[src/rtl/sdram_port_arbiter.sv]
// Two-client round-robin arbiter and single-word transaction sequencer for the SDRAM controller user port.
// Holds the controller request until completion, returns a one-cycle ack, and aborts after TIMEOUT_CYC cycles.
module sdram_port_arbiter #(
    parameter int unsigned TIMEOUT_CYC = 64
) (
    input  logic        clk_100MHz,
    input  logic        rst_n,
    input  logic        c0_req,
    input  logic        c0_we,
    input  logic [23:0] c0_addr,
    input  logic [15:0] c0_wdata,
    output logic        c0_ack,
    output logic        c0_err,
    output logic [15:0] c0_rdata,
    input  logic        c1_req,
    input  logic        c1_we,
    input  logic [23:0] c1_addr,
    input  logic [15:0] c1_wdata,
    output logic        c1_ack,
    output logic        c1_err,
    output logic [15:0] c1_rdata,
    output logic [23:0] mem_addr,
    output logic [15:0] mem_wr_data,
    output logic        mem_rd_req,
    output logic        mem_wr_req,
    input  logic [15:0] mem_rd_data,
    input  logic        mem_rd_valid,
    input  logic        mem_wr_ready,
    output logic        busy,
    output logic        owner
);
    localparam int unsigned AW = 24;
    localparam int unsigned DW = 16;
    localparam int unsigned CW = 8;

    typedef enum logic [1:0] {
        S_IDLE    = 2'd0,
        S_WAIT_WR = 2'd1,
        S_WAIT_RD = 2'd2,
        S_GAP     = 2'd3
    } state_t;

    state_t        r_state, w_state_nxt;
    logic [CW-1:0] r_cnt, w_cnt_nxt;
    logic          r_owner, w_owner_nxt;
    logic [AW-1:0] r_mem_addr, w_mem_addr_nxt;
    logic [DW-1:0] r_mem_wr_data, w_mem_wr_data_nxt;
    logic          r_mem_rd_req, w_mem_rd_req_nxt;
    logic          r_mem_wr_req, w_mem_wr_req_nxt;
    logic [1:0]    r_ack, w_ack_nxt;
    logic [1:0]    r_err, w_err_nxt;
    logic [DW-1:0] r_rdata0, w_rdata0_nxt;
    logic [DW-1:0] r_rdata1, w_rdata1_nxt;
    logic          r_busy, w_busy_nxt;

    logic          w_gnt_vld;
    logic          w_gnt_idx;
    logic          w_gnt_we;
    logic [AW-1:0] w_gnt_addr;
    logic [DW-1:0] w_gnt_wdata;
    logic          w_in_wait;
    logic          w_done;
    logic          w_timeout;

    // On contention the client that was not served most recently wins.
    always_comb begin
        w_gnt_vld   = c0_req | c1_req;
        w_gnt_idx   = (c0_req && c1_req) ? ~r_owner : c1_req;
        w_gnt_we    = w_gnt_idx ? c1_we    : c0_we;
        w_gnt_addr  = w_gnt_idx ? c1_addr  : c0_addr;
        w_gnt_wdata = w_gnt_idx ? c1_wdata : c0_wdata;
    end

    // Only the completion type matching the current WAIT state counts; completion beats timeout.
    assign w_in_wait = (r_state == S_WAIT_WR) || (r_state == S_WAIT_RD);
    assign w_done    = ((r_state == S_WAIT_WR) && mem_wr_ready) ||
                       ((r_state == S_WAIT_RD) && mem_rd_valid);
    assign w_timeout = w_in_wait && (r_cnt == CW'(TIMEOUT_CYC - 1)) && !w_done;

    always_ff @(posedge clk_100MHz or negedge rst_n) begin
        if (!rst_n) begin
            r_state       <= S_IDLE;
            r_cnt         <= '0;
            r_owner       <= 1'b1;
            r_mem_addr    <= '0;
            r_mem_wr_data <= '0;
            r_mem_rd_req  <= 1'b0;
            r_mem_wr_req  <= 1'b0;
            r_ack         <= 2'b00;
            r_err         <= 2'b00;
            r_rdata0      <= '0;
            r_rdata1      <= '0;
            r_busy        <= 1'b0;
        end else begin
            r_state       <= w_state_nxt;
            r_cnt         <= w_cnt_nxt;
            r_owner       <= w_owner_nxt;
            r_mem_addr    <= w_mem_addr_nxt;
            r_mem_wr_data <= w_mem_wr_data_nxt;
            r_mem_rd_req  <= w_mem_rd_req_nxt;
            r_mem_wr_req  <= w_mem_wr_req_nxt;
            r_ack         <= w_ack_nxt;
            r_err         <= w_err_nxt;
            r_rdata0      <= w_rdata0_nxt;
            r_rdata1      <= w_rdata1_nxt;
            r_busy        <= w_busy_nxt;
        end
    end

    always_comb begin
        w_state_nxt = r_state;
        unique case (r_state)
            S_IDLE:    if (w_gnt_vld) w_state_nxt = w_gnt_we ? S_WAIT_WR : S_WAIT_RD;
            S_WAIT_WR,
            S_WAIT_RD: if (w_done || w_timeout) w_state_nxt = S_GAP;
            S_GAP:     w_state_nxt = S_IDLE;
            default:   w_state_nxt = S_IDLE;
        endcase
    end

    // Next values of the registered outputs.
    always_comb begin
        w_cnt_nxt         = r_cnt;
        w_owner_nxt       = r_owner;
        w_mem_addr_nxt    = r_mem_addr;
        w_mem_wr_data_nxt = r_mem_wr_data;
        w_mem_rd_req_nxt  = r_mem_rd_req;
        w_mem_wr_req_nxt  = r_mem_wr_req;
        w_ack_nxt         = 2'b00;
        w_err_nxt         = 2'b00;
        w_rdata0_nxt      = r_rdata0;
        w_rdata1_nxt      = r_rdata1;
        w_busy_nxt        = (w_state_nxt != S_IDLE);
        unique case (r_state)
            S_IDLE: begin
                if (w_gnt_vld) begin
                    w_mem_addr_nxt    = w_gnt_addr;
                    w_mem_wr_data_nxt = w_gnt_wdata;
                    w_owner_nxt       = w_gnt_idx;
                    w_cnt_nxt         = '0;
                    w_mem_wr_req_nxt  = w_gnt_we;
                    w_mem_rd_req_nxt  = !w_gnt_we;
                end
            end
            S_WAIT_WR, S_WAIT_RD: begin
                if (w_done || w_timeout) begin
                    w_mem_rd_req_nxt   = 1'b0;
                    w_mem_wr_req_nxt   = 1'b0;
                    w_ack_nxt[r_owner] = 1'b1;
                    w_err_nxt[r_owner] = w_timeout;
                    if (w_done && (r_state == S_WAIT_RD)) begin
                        if (r_owner) w_rdata1_nxt = mem_rd_data;
                        else         w_rdata0_nxt = mem_rd_data;
                    end
                end else begin
                    w_cnt_nxt = r_cnt + CW'(1);
                end
            end
            default: ;
        endcase
    end

    assign mem_addr    = r_mem_addr;
    assign mem_wr_data = r_mem_wr_data;
    assign mem_rd_req  = r_mem_rd_req;
    assign mem_wr_req  = r_mem_wr_req;
    assign c0_ack      = r_ack[0];
    assign c1_ack      = r_ack[1];
    assign c0_err      = r_err[0];
    assign c1_err      = r_err[1];
    assign c0_rdata    = r_rdata0;
    assign c1_rdata    = r_rdata1;
    assign busy        = r_busy;
    assign owner       = r_owner;

endmodule

[config.mk]
export PLATFORM = sky130hd
export DESIGN_NAME = sdram_port_arbiter
export DESIGN_NICKNAME = d
export VERILOG_FILES = /design/src/rtl/sdram_port_arbiter.sv
export SDC_FILE = /design/constraint.sdc
export NUM_CORES = 1
export LEC_CHECK = 0
export CAP_MARGIN = 40
export CORE_MARGIN = 2
export CORE_UTILIZATION = 50
export DETAILED_ROUTE_END_ITERATION = 6
export DONT_BUFFER_PORTS = 1
export PLACE_DENSITY = 0.61
export SLEW_MARGIN = 20
export SYNTH_ARGS = -nofsm -noshare
export SYNTH_HDL_FRONTEND = slang
export SYNTH_SLANG_ARGS = --single-unit
[constraint.sdc]
create_clock -name clk_100MHz -period 2.25 [get_ports clk_100MHz]
set_input_delay 0.45 -clock clk_100MHz [delete_from_list [all_inputs] [get_ports clk_100MHz]]
set_output_delay 0.45 -clock clk_100MHz [all_outputs]
set_load 0.01 [all_outputs]
==> summary.md <==
| Metric | Value |
|---|---|
| Inserted Diodes | 0 |
| Die area | 8920 um2 |
| Residual DRC | 0 |
| Vias post-DR | 2,545 |
| Period utilisation layout | 0.862 |
| Ports | 184 |
| IO Port Bufs | 0 |
| Multi-input logic area | 1700 um2 |
| WL/cell | 17.6 um |
| Top post-synthesis cells by area | dfrtp_1 54%, mux2i_1 10%, mux2_2 6.1% |
| HPWL after DPL | 5.93 mm |
| CTS resizes | 0 |
| Yosys warnings | 0 |
| Die Wd | 94.4 um |
| Final WL | 8.08 mm |
| Syn avg cell area | 11.5 um2 |
| Chip height | 94.4 um |
| Distinct cells, synth | 41 |
| Post-synth EDFFs | 0 |
| TritonRoute pass-1 iters | 4 |
| Total global-route track usage | 0.182 |
| CTS Buffer Depth | 2 |
| Detail Route Antenna Nets | 0 |
| Kind of critical path | flop to flop |
| Leakage | 0.00201 uW |
| 1st-iter DRT viols | 106 |
| Pwr dens | 1360 nW/um2 |
| Setup TNS | 0 ps |
| Most used DFF post-synth | dfrtp_1 |
| Initial Util | 0.524 |
| Commonest non-fill, non-tap cell in the layout | dfrtp_1 |
| FP Rows | 32 |
| Most frequent cells in the layout | 89 x dfrtp_1, 56 x nand2_1, 43 x o21ai_0, 41 x mux2i_1, 22 x mux2_2 |
| CP most frequent cell | nor2b_1 |
| CP max stage cell | dfrtp_1 |
| Avg Vias per Cell | 5.53 |
| Asr flop ratio synth | 1.00 |
| Startpoint Class | flop |
| Max IR drop VDD | 0.526 mV |
| CP max stage delay | 420 ps |
| Layout cell share with drive strength beyond 1 | 0.165 |
| Worst setup EP type | flop |
| Failing checks | hold timing |
| Post-Syn Area | 4090 um2 |
| Post-CTS Setup Bufs | 0 |
| CTS Sinks | 90 |
| Worst slew pin tran | 656 ps |
| Layout Skew | 18.1 ps |
| Area growth, synth to finish | 6.76% |
| Number of synthesized register bits | 90 |
| Largest net degree at the start of global routing | 91 |
| Cell count after synthesis | 356 |
| Worst-path fanout max | 5 |
| Fill cell count | 681 |
| Total gr overflow | 0 |
| RePlAce Congestion | 0.777 |
| Worst-path clk slew | 110 ps |
| Hold Crit Class | input pin to asynchronous set/reset pin |
| Initial antenna violation count | 0 |
| Register area share after synthesis | 0.551 |
| Clk_lat worst skew | 360 ps |
| Max Clk Rate | 0.516 GHz |
| Largest area contributor in the netlist | dfrtp_1 |
| Hold WS | -218 ps |
| CP cell instances | inv_1 > ha_1 > nor2b_1 > nor2b_1 > a21oi_1 > o221ai_1 |
| H-tree levels | 3 |
| Global-route wire length before repair | 12.6 mm |
| Setup-failing EPs final | 0 |
| Clk root buf | clkbuf_8 |
| Final Critical Period | 1940 ps |
| Unrepaired setup endpoints after global routing | no |
| Syn_nets | 464 |
| Register area | 2250 um2 |
| Max-cap violations | 0 |
| Crit path required time | 2470 ps |
| Status | finished with violations |
| CTS tree | yes |
| Post-synth top area share | 0.545 |
| Core Area | 7810 um2 |
| Final hold vios | 90 |
| Vias in the first global route | 2,570 |
| Critical path arrival | 2160 ps |
| Final core utilization | 0.559 |
| CTS Buf Count | 9 |
| Fin nets | 461 |
| Worst slew margin | 0.563 |
| Final Max Slew Viols | 0 |
layer usage:
layer	part of all wire	global-route usage	up-vias
met5	0	0	-
met4	0.0092	0.0616	0
met3	0.11	0.0662	6
met2	0.48	0.296	125
met1	0.39	0.227	1178
li1	-	-	1236
path summary, 6_finish.rpt:
check	startpoint	to	slack, ps	cells past startpoint
setup / recovery	r_state[0]	r_cnt[3]	310	6
hold / removal	rst_n	c0_rdata[12]	-220	0
setup reg to reg	r_state[0]	r_cnt[3]	310	6
hold reg to reg	r_cnt[0]	r_cnt[0]	520	1
max in group asynchronous	rst_n	owner	2250	0
min in group clk_100MHz	c0_req	owner	170	1
worst max-delay path: cells and delay by family (launching register included):
kind / cells / cell delay (ps)
buffers and inverters: 1 / 80
and+or+nand+nor: 2 / 490
AOI/OAI and AO/OA: 2 / 520
DFF: 1 / 420
adders and majority gates: 1 / 320
stage by stage:
stage                     setup slack [ps]  hold WS (ps)  instance area, um2  total power (uW)  std cells
after floorplan                        359           154                4090              4510        356
after global placement                 380           157                4180              4870        444
after detailed placement               353           157                4180              4950        444
after CTS                              321          -237                4370              6010        460
after global routing                   169          -250                4370              6380        460
final                                  311          -218                4370              5920        460
state kept, by name (all words and copies together) (netlist names), 2 cells and up:
name and count:
mem_addr 24, c0_rdata 16, c1_rdata 16, mem_wr_data 16, r_cnt 8, r_ack 2
r_err 2, r_state 2
cell type report:
| class | count | share of cell area |
|---|---|---|
| tap | 102 | 0.0292 |
| sequential | 90 | 0.516 |
| inverter | 11 | 0.00946 |
| clock inverter | 7 | 0.0155 |
| clock buffer | 9 | 0.0284 |
| multi-input combinational | 235 | 0.388 |
| timing repair buffer | 6 | 0.0132 |
report_power, final:
group / internal (uW) / switching (uW)
combinational: 792 / 846
clock: 432 / 617
sequential: 2350 / 883
total: 3580 / 2350
cell usage after synthesis (2+ instances only):
master / number
a211o_1: 2
a21o_1: 2
a21oi_1: 8
a22oi_1: 2
a31oi_1: 2
a32o_1: 2
and3_1: 2
buf_2: 4
buf_4: 5
clkbuf_1: 9
dfrtp_1: 89
ha_1: 4
inv_1: 11
mux2_2: 22
mux2_4: 10
mux2i_1: 41
nand2_1: 56
nand2b_1: 2
nand3_1: 6
nand3b_1: 2
nor2_1: 4
nor2b_1: 2
nor3_1: 2
nor3b_1: 2
nor4_1: 2
o21ai_0: 43
o21ai_1: 2
o221ai_1: 2
o22ai_1: 3
or3_1: 2
logic make-up after synthesis:
kind of cell / Yosys count / share of synthesized area
fa+ha+maj: 4 / 0.0122
flops: 90 / 0.551
buf+inv: 31 / 0.0401
mux: 73 / 0.198
simple gates: 85 / 0.0954
xor+xnor: 1 / 0.00214
compound gates: 72 / 0.102
(Power assumes the default switching activity.)
